<file path="src/rtl/fpu_float_round_encode.sv">
// Normalize, round and pack an unpacked intermediate into an IEEE-754 single-precision word.
// One operation at a time through a four-state FSM with a valid/ready handshake on each side.
module fpu_float_round_encode (
   input  logic        clk,
   input  logic        rst,
   input  logic        in_valid,
   output logic        in_ready,
   input  logic        in_sign,
   input  logic [9:0]  in_exponent,
   input  logic [26:0] in_mantissa,
   input  logic        in_sticky,
   input  logic [3:0]  in_conditions,
   input  logic [1:0]  in_round_mode,
   output logic        out_valid,
   input  logic        out_ready,
   output logic [31:0] out_result,
   output logic        out_inexact,
   output logic        out_overflow,
   output logic        out_underflow
);

   localparam logic [1:0] ST_IDLE  = 2'd0;
   localparam logic [1:0] ST_NORM  = 2'd1;
   localparam logic [1:0] ST_ROUND = 2'd2;
   localparam logic [1:0] ST_DONE  = 2'd3;

   localparam logic [1:0] RM_EVEN = 2'd0;
   localparam logic [1:0] RM_DOWN = 2'd1;
   localparam logic [1:0] RM_UP   = 2'd2;
   localparam logic [1:0] RM_ZERO = 2'd3;

   localparam int unsigned COND_INF  = 3;
   localparam int unsigned COND_NAN  = 2;
   localparam int unsigned COND_ZERO = 0;

   logic [1:0]         state_q, state_d;
   logic               sign_q, sticky_q;
   logic signed [11:0] exp_q;
   logic [26:0]        mant_q;
   logic [3:0]         cond_q;
   logic [1:0]         mode_q;
   logic               out_valid_q, inexact_q, overflow_q, underflow_q;
   logic [31:0]        result_q;

   // Normalization datapath
   logic [4:0]         lz, sh_l, sh_r;
   logic               lz_found;
   logic signed [11:0] lim, diff, norm_exp;
   logic [26:0]        norm_mant, lost_mask;
   logic               norm_sticky;

   always_comb begin
      lz       = 5'd0;
      lz_found = 1'b0;
      for (int i = 25; i >= 0; i--) begin
         if (!lz_found) begin
            if (mant_q[i]) lz_found = 1'b1;
            else           lz = lz + 5'd1;
         end
      end
   end

   always_comb begin
      norm_exp    = exp_q;
      norm_mant   = mant_q;
      norm_sticky = sticky_q;
      lim         = exp_q - 12'sd1;
      sh_l        = 5'd0;
      sh_r        = 5'd0;
      diff        = 12'sd0;
      lost_mask   = '0;
      if (mant_q[26]) begin
         norm_mant   = mant_q >> 1;
         norm_sticky = sticky_q | mant_q[0];
         norm_exp    = exp_q + 12'sd1;
      end else if (!mant_q[25] && (mant_q != '0)) begin
         // Left shift stops early rather than let the exponent fall below 1.
         if (lim <= 12'sd0)                       sh_l = 5'd0;
         else if (lim < $signed({7'd0, lz}))      sh_l = lim[4:0];
         else                                     sh_l = lz;
         norm_mant = mant_q << sh_l;
         norm_exp  = exp_q - $signed({7'd0, sh_l});
      end
      if (norm_exp < 12'sd1) begin
         diff        = 12'sd1 - norm_exp;
         sh_r        = (diff > 12'sd26) ? 5'd26 : diff[4:0];
         lost_mask   = (27'd1 << sh_r) - 27'd1;
         norm_sticky = norm_sticky | (|(norm_mant & lost_mask));
         norm_mant   = norm_mant >> sh_r;
         norm_exp    = 12'sd1;
      end
   end

   // Rounding and encoding datapath
   logic               hidden, inexact, round_up, carry, ovf_max, is_zero;
   logic [24:0]        sum;
   logic signed [11:0] exp_field;
   logic [31:0]        result_d;
   logic               inexact_d, overflow_d, underflow_d;

   always_comb begin
      hidden  = mant_q[25];
      inexact = (|mant_q[1:0]) | sticky_q;
      case (mode_q)
         RM_EVEN: round_up = mant_q[1] & (mant_q[0] | sticky_q | mant_q[2]);
         RM_DOWN: round_up = sign_q & inexact;
         RM_UP:   round_up = ~sign_q & inexact;
         default: round_up = 1'b0;
      endcase
      sum       = {1'b0, hidden, mant_q[24:2]} + {24'd0, round_up};
      // Carry past the top bit (1.11..1 -> 10.0) or into the hidden bit (denormal -> normal).
      carry     = sum[24] | (~hidden & sum[23]);
      exp_field = (hidden ? exp_q : 12'sd0) + $signed({11'd0, carry});
      ovf_max   = (mode_q == RM_ZERO) | ((mode_q == RM_UP) & sign_q) |
                  ((mode_q == RM_DOWN) & ~sign_q);
      is_zero   = cond_q[COND_ZERO] | ((mant_q == '0) & ~sticky_q);

      result_d    = {sign_q, exp_field[7:0], sum[22:0]};
      inexact_d   = inexact;
      overflow_d  = 1'b0;
      underflow_d = ~hidden & inexact;
      if (exp_field >= 12'sd255) begin
         result_d   = ovf_max ? {sign_q, 31'h7F7FFFFF} : {sign_q, 8'hFF, 23'h0};
         overflow_d = 1'b1;
         inexact_d  = 1'b1;
      end
      if (cond_q[COND_NAN] | cond_q[COND_INF] | is_zero) begin
         inexact_d   = 1'b0;
         overflow_d  = 1'b0;
         underflow_d = 1'b0;
         if (cond_q[COND_NAN])      result_d = 32'hFFFFFFFF;
         else if (cond_q[COND_INF]) result_d = {sign_q, 8'hFF, 23'h0};
         else                       result_d = {sign_q, 31'h0};
      end
   end

   always_comb begin
      state_d = state_q;
      case (state_q)
         ST_IDLE:  if (in_valid) state_d = ST_NORM;
         ST_NORM:  state_d = ST_ROUND;
         ST_ROUND: state_d = ST_DONE;
         default:  if (out_ready) state_d = ST_IDLE;
      endcase
   end

   always_ff @(posedge clk or negedge rst) begin
      if (!rst) begin
         state_q     <= ST_IDLE;
         sign_q      <= 1'b0;
         sticky_q    <= 1'b0;
         exp_q       <= 12'sd0;
         mant_q      <= '0;
         cond_q      <= '0;
         mode_q      <= '0;
         out_valid_q <= 1'b0;
         result_q    <= '0;
         inexact_q   <= 1'b0;
         overflow_q  <= 1'b0;
         underflow_q <= 1'b0;
      end else begin
         state_q <= state_d;
         case (state_q)
            ST_IDLE: begin
               if (in_valid) begin
                  sign_q   <= in_sign;
                  sticky_q <= in_sticky;
                  exp_q    <= {{2{in_exponent[9]}}, in_exponent};
                  mant_q   <= in_mantissa;
                  cond_q   <= in_conditions;
                  mode_q   <= in_round_mode;
               end
            end
            ST_NORM: begin
               exp_q    <= norm_exp;
               mant_q   <= norm_mant;
               sticky_q <= norm_sticky;
            end
            ST_ROUND: begin
               result_q    <= result_d;
               inexact_q   <= inexact_d;
               overflow_q  <= overflow_d;
               underflow_q <= underflow_d;
               out_valid_q <= 1'b1;
            end
            default: begin
               if (out_ready) out_valid_q <= 1'b0;
            end
         endcase
      end
   end

   assign in_ready      = (state_q == ST_IDLE);
   assign out_valid     = out_valid_q;
   assign out_result    = result_q;
   assign out_inexact   = inexact_q;
   assign out_overflow  = overflow_q;
   assign out_underflow = underflow_q;

endmodule
</file>
<file path="config.mk">
export PLATFORM = sky130hd
export DESIGN_NAME = fpu_float_round_encode
export DESIGN_NICKNAME = d
export VERILOG_FILES = /design/src/rtl/fpu_float_round_encode.sv
export SDC_FILE = /design/constraint.sdc
export NUM_CORES = 1
export LEC_CHECK = 0
export CAP_MARGIN = 20
export CORE_MARGIN = 5
export CORE_UTILIZATION = 38
export CTS_BUF_LIST = sky130_fd_sc_hd__clkbuf_8 sky130_fd_sc_hd__clkbuf_16
export CTS_CLUSTER_SIZE = 28
export DETAILED_ROUTE_END_ITERATION = 10
export GPL_ROUTABILITY_DRIVEN = 1
export SKIP_LAST_GASP = 1
export SYNTH_ARGS = -nofsm -noshare
export SYNTH_HDL_FRONTEND = slang
export SYNTH_SLANG_ARGS = --single-unit
</file>
<file path="constraint.sdc">
create_clock -name clk -period 20.2 [get_ports clk]
set_clock_uncertainty 0.05 [all_clocks]
set_input_delay 3.03 -clock clk [delete_from_list [all_inputs] [get_ports clk]]
set_output_delay 3.03 -clock clk [all_outputs]
set_load 0.02 [all_outputs]
</file>
# ---- Yosys cells after proc, flatten, opt, wreduce, memory -nomap -nowiden
# Index checks and enable logic that the tools add are counted.
dict set report word_totals {
  reg_bits 85
  input_bits 49
  output_inout_bits 37
}
dict set report op_classes {
  n_addsub 32
  order_cmp 5
  eq_ne 6
  shifts 3
  n_mux 136
  bitwise 23
  reduce_logical 16
}
# operator n
set ops {}
lappend ops {{two-way mux 5 bit} 55}
lappend ops {{adder 5 x 1 -> 5 bit, second input constant} 25}
lappend ops {{two-way mux 27 bit} 4}
lappend ops {{two-way mux 32 bit} 2}
lappend ops {{two-way mux 31 bit} 2}
lappend ops {{two-way mux 12 bit} 5}
lappend ops {{two-way mux 1 bit} 59}
lappend ops {{one-hot mux 27 bit (2 select lines)} 1}
lappend ops {{AND 27 bit} 1}
lappend ops {{zero test 27 bit} 1}
lappend ops {{nonzero test 27 bit} 1}
lappend ops {{OR reduction 27 bit} 1}
lappend ops {{<< shifter 1 x 5 -> 27 bit, first input constant} 1}
lappend ops {{<< shifter 27 x 5 -> 27 bit} 1}
lappend ops {{>> shifter 27 x 5 -> 27 bit} 1}
lappend ops {{subtractor 27 x 1 -> 27 bit, second input constant} 1}
lappend ops {{adder 24 x 1 -> 25 bit} 1}
lappend ops {{two-way mux 24 bit} 1}
lappend ops {{one-hot mux 12 bit (2 select lines)} 1}
lappend ops {{adder 12 x 2 -> 12 bit} 1}
lappend ops {{adder 12 x 2 -> 12 bit, second input constant} 1}
lappend ops {{greater-or-equal comparator 12 x 9 -> 1 bit, second input constant} 1}
lappend ops {{greater-than comparator 12 x 6 -> 1 bit, second input constant} 1}
lappend ops {{<= comparator 12 x 1 -> 1 bit, second input constant} 1}
lappend ops {{22 further kinds} 52}

# ---- Depth between registers and ports, before layout
dict set report depth {
  depth_word 94
  depth_mapped 103
  ltp_nobuf 95
}

# ---- Worst setup path after synthesis
# Ideal clock, no wire load.
dict set report synth_path {
  path_kind {register to register}
  start {register mant_q[25]}
  end {register sticky_q}
  t_arrival_ps 18122
  t_required_ps 20026
  path_slack_ps 1904
  stages_incl_launch_ff 102
  path_cell_list {dfrtp_1 -> clkbuf_1 -> clkbuf_1 -> clkbuf_1 -> clkbuf_1 -> nor2_1 -> ha_1 -> nand2b_1 -> and4_1 -> or2_2 -> ha_1 -> o31a_1 -> a221o_1 -> and3_1 -> a21oi_1 -> ha_1 -> mux2i_1 -> o21ai_0 -> [... 66 more ...] -> clkbuf_1 -> and2_1 -> clkbuf_1 -> buf_2 -> nand2_1 -> nor2_1 -> nand2_1 -> ha_1 -> o21ai_0 -> a31oi_1 -> and2_1 -> clkbuf_1 -> nor3_1 -> a21oi_1 -> o21ai_0 -> a222oi_1 -> nand4_1 -> o31a_1}
}
dict set report synth_via {
  elab_chain_cells 94
  elab_cells_between_ends 126
  classes_between {add/sub (28); order compare (3); shift (2); mux (87); bitwise (2); reduce/logical (4)}
}
# element line
set synth_lines {}
lappend synth_lines {{start: declaration} 39} ;# logic [26:0] mant_q;
lappend synth_lines {{start signal: assignment} 169} ;# mant_q <= in_mantissa;
lappend synth_lines {{start signal: assignment} 176} ;# mant_q <= norm_mant;
lappend synth_lines {{two-way mux 1 bit} 57} ;# if (mant_q[i]) lz_found = 1'b1;
lappend synth_lines {{adder 5 x 1 -> 5 bit} 58} ;# else lz = lz + 5'd1;
lappend synth_lines {{two-way mux 5 bit} 57}
lappend synth_lines {{two-way mux 5 bit} 56} ;# if (!lz_found) begin
lappend synth_lines {{adder 5 x 1 -> 5 bit} 58}
lappend synth_lines {{two-way mux 5 bit} 57}
lappend synth_lines {{two-way mux 5 bit} 56}
lappend synth_lines {{adder 5 x 1 -> 5 bit} 58}
lappend synth_lines {{[... 78 more ...]} -}
lappend synth_lines {{two-way mux 5 bit} 86} ;# sh_r = (diff > 12'sd26) ? 5'd26 : diff[4:0];
lappend synth_lines {{<< shifter 1 x 5 -> 27 bit} 87} ;# lost_mask = (27'd1 << sh_r) - 27'd1;
lappend synth_lines {{subtractor 27 x 1 -> 27 bit} 87}
lappend synth_lines {{AND 27 bit} 88} ;# norm_sticky = norm_sticky | (|(norm_mant & lost_mask));
lappend synth_lines {{OR reduction 27 bit} 88}
lappend synth_lines {{bitwise OR 1 bit} 88}
lappend synth_lines {{two-way mux 1 bit (*)} 84} ;# if (norm_exp < 12'sd1) begin
lappend synth_lines {{one-hot mux 1 bit (2 select lines) (*)} 163} ;# case (state_q)
lappend synth_lines {{end signal: assignment} 167} ;# sticky_q <= in_sticky;
lappend synth_lines {{end signal: assignment} 177} ;# sticky_q <= norm_sticky;
lappend synth_lines {{end: declaration} 37} ;# logic sign_q, sticky_q;
# Every way passes the cells marked *; elsewhere a longest branch is shown, timed or not. The select of a mux whose other input is x is not followed.
# A chain may end at the register's enable or synchronous reset.

# ---- Worst setup path in the final report
dict set report layout_path {
  start {register mant_q[25]}
  end {register mant_q[16]}
}
dict set report layout_via {
  elab_chain_cells 90
  elab_cells_between_ends 122
  classes_between {add/sub (27); order compare (3); shift (2); mux (87); reduce/logical (3)}
}
# element line
set layout_lines {}
lappend layout_lines {{two-way mux 1 bit} 57}
lappend layout_lines {{adder 5 x 1 -> 5 bit} 58}
lappend layout_lines {{two-way mux 5 bit} 57}
lappend layout_lines {{two-way mux 5 bit} 56}
lappend layout_lines {{adder 5 x 1 -> 5 bit} 58}
lappend layout_lines {{two-way mux 5 bit} 57}
lappend layout_lines {{two-way mux 5 bit} 56}
lappend layout_lines {{adder 5 x 1 -> 5 bit} 58}
lappend layout_lines {{[... 74 more ...]} -}
lappend layout_lines {{two-way mux 12 bit} 76} ;# end else if (!mant_q[25] && (mant_q != '0)) begin
lappend layout_lines {{two-way mux 12 bit} 72} ;# if (mant_q[26]) begin
lappend layout_lines {{subtractor 2 x 12 -> 12 bit} 85} ;# diff = 12'sd1 - norm_exp;
lappend layout_lines {{greater-than comparator 12 x 6 -> 1 bit} 86}
lappend layout_lines {{two-way mux 5 bit} 86}
lappend layout_lines {{>> shifter 27 x 5 -> 27 bit} 89} ;# norm_mant = norm_mant >> sh_r;
lappend layout_lines {{two-way mux 27 bit (*)} 84}
lappend layout_lines {{one-hot mux 27 bit (2 select lines) (*)} 163}
# Marked as above.

==> qor.txt <==
OUTCOME
------------------------------------------------------------------------------------------
Result of the run                                                                completed

CELLS AND AREA
------------------------------------------------------------------------------------------
Most common library cell in the layout ignoring fill and taps                 sky130_fd_sc_hd__nand2_1
Final #Nets                                                                          1,974
Number of diodes added for antenna fixing                                                0
Final Util                                                                           43.6%
Filler-free cell count of the finished design                                        2,331
Highest-count cells in the layout ignoring fill and taps                      sky130_fd_sc_hd__nand2_1 (255), sky130_fd_sc_hd__nor2_1 (171), sky130_fd_sc_hd__a21oi_1 (149)
Number of filler cells placed in the layout                                          3,558
Layout area overhead                                                                 13.0%
Fraction of final layout cells sized beyond drive strength 1                         8.60%

LOGIC SYNTHESIS
------------------------------------------------------------------------------------------
Seq/Total Area, Yosys                                                                16.2%
Share of flip-flops with an asynchronous set or reset after synthesis                 100%
Post-synthesis instance area                                                  13,000 sq um
Mapped Avg Cell Area                                                            6.97 sq um
Library cells used by synthesis                                                        100
Synthesized instance count                                                           1,867
Synthesized net count                                                                1,963
Number of flops mapped to enable cells by yosys                                          0
#FFs+latches synth                                                                      84
Most used DFF post-synth                                                      sky130_fd_sc_hd__dfrtp_1
Yosys warnings                                                                           0

GLOBAL ROUTE
------------------------------------------------------------------------------------------
Vias in the first global route                                                      14,232
Antenna violations before repair                                                         0
Pin count of the biggest net entering global routing                                    67
Global-route congestion overflow total                                                   0
Overall global routing resource usage                                                28.5%
Wire length of the first global-routing pass                                     86,600 um

TIMING
------------------------------------------------------------------------------------------
Final setup slack of the worst path                                                1.04 ns
Finish-stage setup viols                                                                 0
Worst slew margin relative to its limit                                              20.2%
Timing-limited maximum frequency                                                0.0522 GHz
Number of hold-slack violations in the final timing report                               0
Slew at the pin closest to its max-slew limit                                      1.19 ns
Time the worst path needs with I/O delays and setup                               19.16 ns
Fin. max-slew vios                                                                       0
Share of the clock period used by the worst path after layout                        94.8%

DIE
------------------------------------------------------------------------------------------
Number of rows in the core area                                                         67
Horizontal extent of the die                                                        195 um
Die footprint                                                                 38,000 sq um
Vertical extent of the die                                                          195 um
Num ports                                                                               86
Starting density of the core                                                         38.6%
Core outline area                                                             33,700 sq um

SETUP PATH
------------------------------------------------------------------------------------------
Setup slack of the most critical reg-to-reg path                                   1.04 ns
Req. time, crit path                                                              20.36 ns
Worst stage delay on the critical path                                             0.79 ns
Endpoint of the most critical register-to-register path                         mant_q[16]
Number of buffers and inverters on the critical path                                     4
Cell family with the largest share of critical-path delay                     compound AO/OA/AOI/OAI gates
Worst reg2reg path depth                                                                88
Kind of launch point of the worst setup path                                          flop
Largest driver fanout on the critical path                                              26
Endpoint arrival time on the critical path                                        19.32 ns
Critical-path cell with the highest stage delay                               sky130_fd_sc_hd__a221oi_1
Reg2Reg Launch Point                                                            mant_q[25]
WP depth                                                                                88
Crit Path Category                                                            flop to flop
Type of destination of the critical path                                              flop
Most common cell on crit path                                                 sky130_fd_sc_hd__ha_1

CLOCK TREE
------------------------------------------------------------------------------------------
TritonCTS clock tree                                                                   yes
Cell at the root of the clock tree                                            sky130_fd_sc_hd__clkbuf_16
Clock edge transition at the registers on the reported setup and hold paths        0.08 ns
Post-CTS Setup Inserts                                                                   0
Buffers from clock root to sink, at most                                                 2
Cts bufs inserted                                                                        9
CTS HTree Levels                                                                         3
Insertion delay of the later-clocked pin in the worst-skew pair                    0.37 ns
Clock sink count                                                                        84

ROUTING
------------------------------------------------------------------------------------------
Total wirelength of the detailed-routed design                                   57,000 um
Detail-routed via count per cell                                                      6.51
Number of iterations in the first detailed-routing pass                                  5
Number of DRC markers in iteration 0                                                 1,898
DR DRC count                                                                             0
Vias after detailed routing                                                         15,185
Post-route ant nets                                                                      0
Wirelength per Cell                                                                24.5 um

HOLD PATH
------------------------------------------------------------------------------------------
Hold path endpoint                                                            out_result[17]
Beginning of the worst hold path                                              out_result[17]
Hold Path Stages                                                                         2
Worst min path class                                                          flop to flop

PLACED DESIGN
------------------------------------------------------------------------------------------
Detailed placement HPWL                                                          42,000 um
GP Congestion                                                                         1.11
Pre-CTS setup slack                                                               0.745 ns
Inst Count DP                                                                        2,313
Number of buffers added on ports                                                        84

FLOW RUN
------------------------------------------------------------------------------------------
Max cap viols                                                                            0

per-stage QoR:
step	instance area, sq um	TNS [ns]	hold slack, ns
floorplan	13000	0	0.430
global placement	14300	0	0.431
detailed placement	14300	0	0.434
CTS	14600	0	0.454
global route	14700	-0.0377	0.481
finish	14700	0	0.448
Yosys cell counts, types with 12 or more instances:
| library cell | number | area share [%] |
|---|---|---|
| sky130_fd_sc_hd__mux2_2 | 22 | 1.9 |
| sky130_fd_sc_hd__a31oi_1 | 29 | 1.4 |
| sky130_fd_sc_hd__clkbuf_1 | 124 | 3.6 |
| sky130_fd_sc_hd__nor4_1 | 12 | 0.58 |
| sky130_fd_sc_hd__a221oi_1 | 12 | 0.81 |
| sky130_fd_sc_hd__ha_1 | 46 | 4.4 |
| sky130_fd_sc_hd__nor3_1 | 70 | 2.7 |
| sky130_fd_sc_hd__a211oi_1 | 19 | 1.1 |
| sky130_fd_sc_hd__nand2_1 | 255 | 7.4 |
| sky130_fd_sc_hd__o21ai_0 | 142 | 5.5 |
| sky130_fd_sc_hd__o211ai_1 | 16 | 0.92 |
| sky130_fd_sc_hd__dfrtp_1 | 84 | 16 |
| sky130_fd_sc_hd__mux2i_1 | 90 | 6.9 |
| sky130_fd_sc_hd__buf_1 | 13 | 0.38 |
| sky130_fd_sc_hd__nand2b_1 | 21 | 1.0 |
| sky130_fd_sc_hd__o22ai_1 | 14 | 0.67 |
| sky130_fd_sc_hd__nor2b_1 | 20 | 0.96 |
| sky130_fd_sc_hd__o21a_1 | 20 | 1.2 |
| sky130_fd_sc_hd__or3_1 | 12 | 0.58 |
| sky130_fd_sc_hd__a21oi_1 | 150 | 5.8 |
| sky130_fd_sc_hd__xnor2_1 | 60 | 4.0 |
| sky130_fd_sc_hd__inv_1 | 47 | 1.4 |
| sky130_fd_sc_hd__and3_1 | 25 | 1.2 |
| sky130_fd_sc_hd__and2_1 | 19 | 0.91 |
| sky130_fd_sc_hd__nor3b_1 | 13 | 0.75 |
| sky130_fd_sc_hd__nand4_1 | 19 | 0.91 |
| sky130_fd_sc_hd__xor2_1 | 21 | 1.4 |
| sky130_fd_sc_hd__nand3_1 | 77 | 3.0 |
| sky130_fd_sc_hd__nor2_1 | 171 | 4.9 |
logic make-up after synthesis:
family	after synthesis	share of synthesized area, %
xor+xnor	93	7.52
buf+inv	204	6.24
compound gates	575	29.1
fa+ha+maj	49	4.73
simple gates	748	27.2
mux	114	9.02
flops	84	16.2
worst max-delay path by stage:
stage | startpoint | endpoint | slack (ns)
after floorplan | mant_q[25] | sticky_q | 1.90
after global placement | mant_q[25] | mant_q[12] | 0.87
after detailed placement | mant_q[25] | sticky_q | 0.74
after CTS | mant_q[25] | sticky_q | 0.64
after global routing | mant_q[25] | sticky_q | -0.04
final | mant_q[25] | mant_q[16] | 1.04
worst register-to-register path: cells and delay by family, from the launching register on:
kind / cells / cell delay, ns
DFF: 1 / 0.39
muxes: 3 / 0.36
adders and majority gates: 13 / 3.70
buffers and inverters: 4 / 0.81
and+or+nand+nor: 28 / 5.79
xor gates and xnor gates: 3 / 0.48
AOI/OAI and AO/OA: 37 / 7.44
registers in the layout, summed over array words and instances (netlist names), 2 cells and up:
register and cells:
cond_q 3, exp_q 12, mant_q 27, mode_q 2, out_result 32, state_q 2
final cells by class:
| type | count | area [sq um] | share of cell area (%) |
|---|---|---|---|
| inverter | 52 | 195 | 1.33 |
| clock buffer | 9 | 225 | 1.53 |
| clock inverter | 7 | 76.3 | 0.519 |
| tap | 448 | 561 | 3.81 |
| timing repair buffer | 152 | 1350 | 9.19 |
| multi-input combinational | 1579 | 10200 | 69.3 |
| sequential | 84 | 2100 | 14.3 |
metal layers:
metal  global-route usage, %  up-vias  routed length (um)
met5                       0        -                   0
met4                    14.0        0                3240
met3                    5.50      198                5290
met2                    43.4      862               24800
met1                    38.8     7225               23700
li1                        -     6900                   -
timing repair:
action	CTS	global route
gates resized for setup	0	13
hold buffers	0	0
setup endpoints to repair	0	24
Power is left out: the tool's default activity adds up to more than one toggle a clock period on the data nets, which glitch-free logic cannot reach.
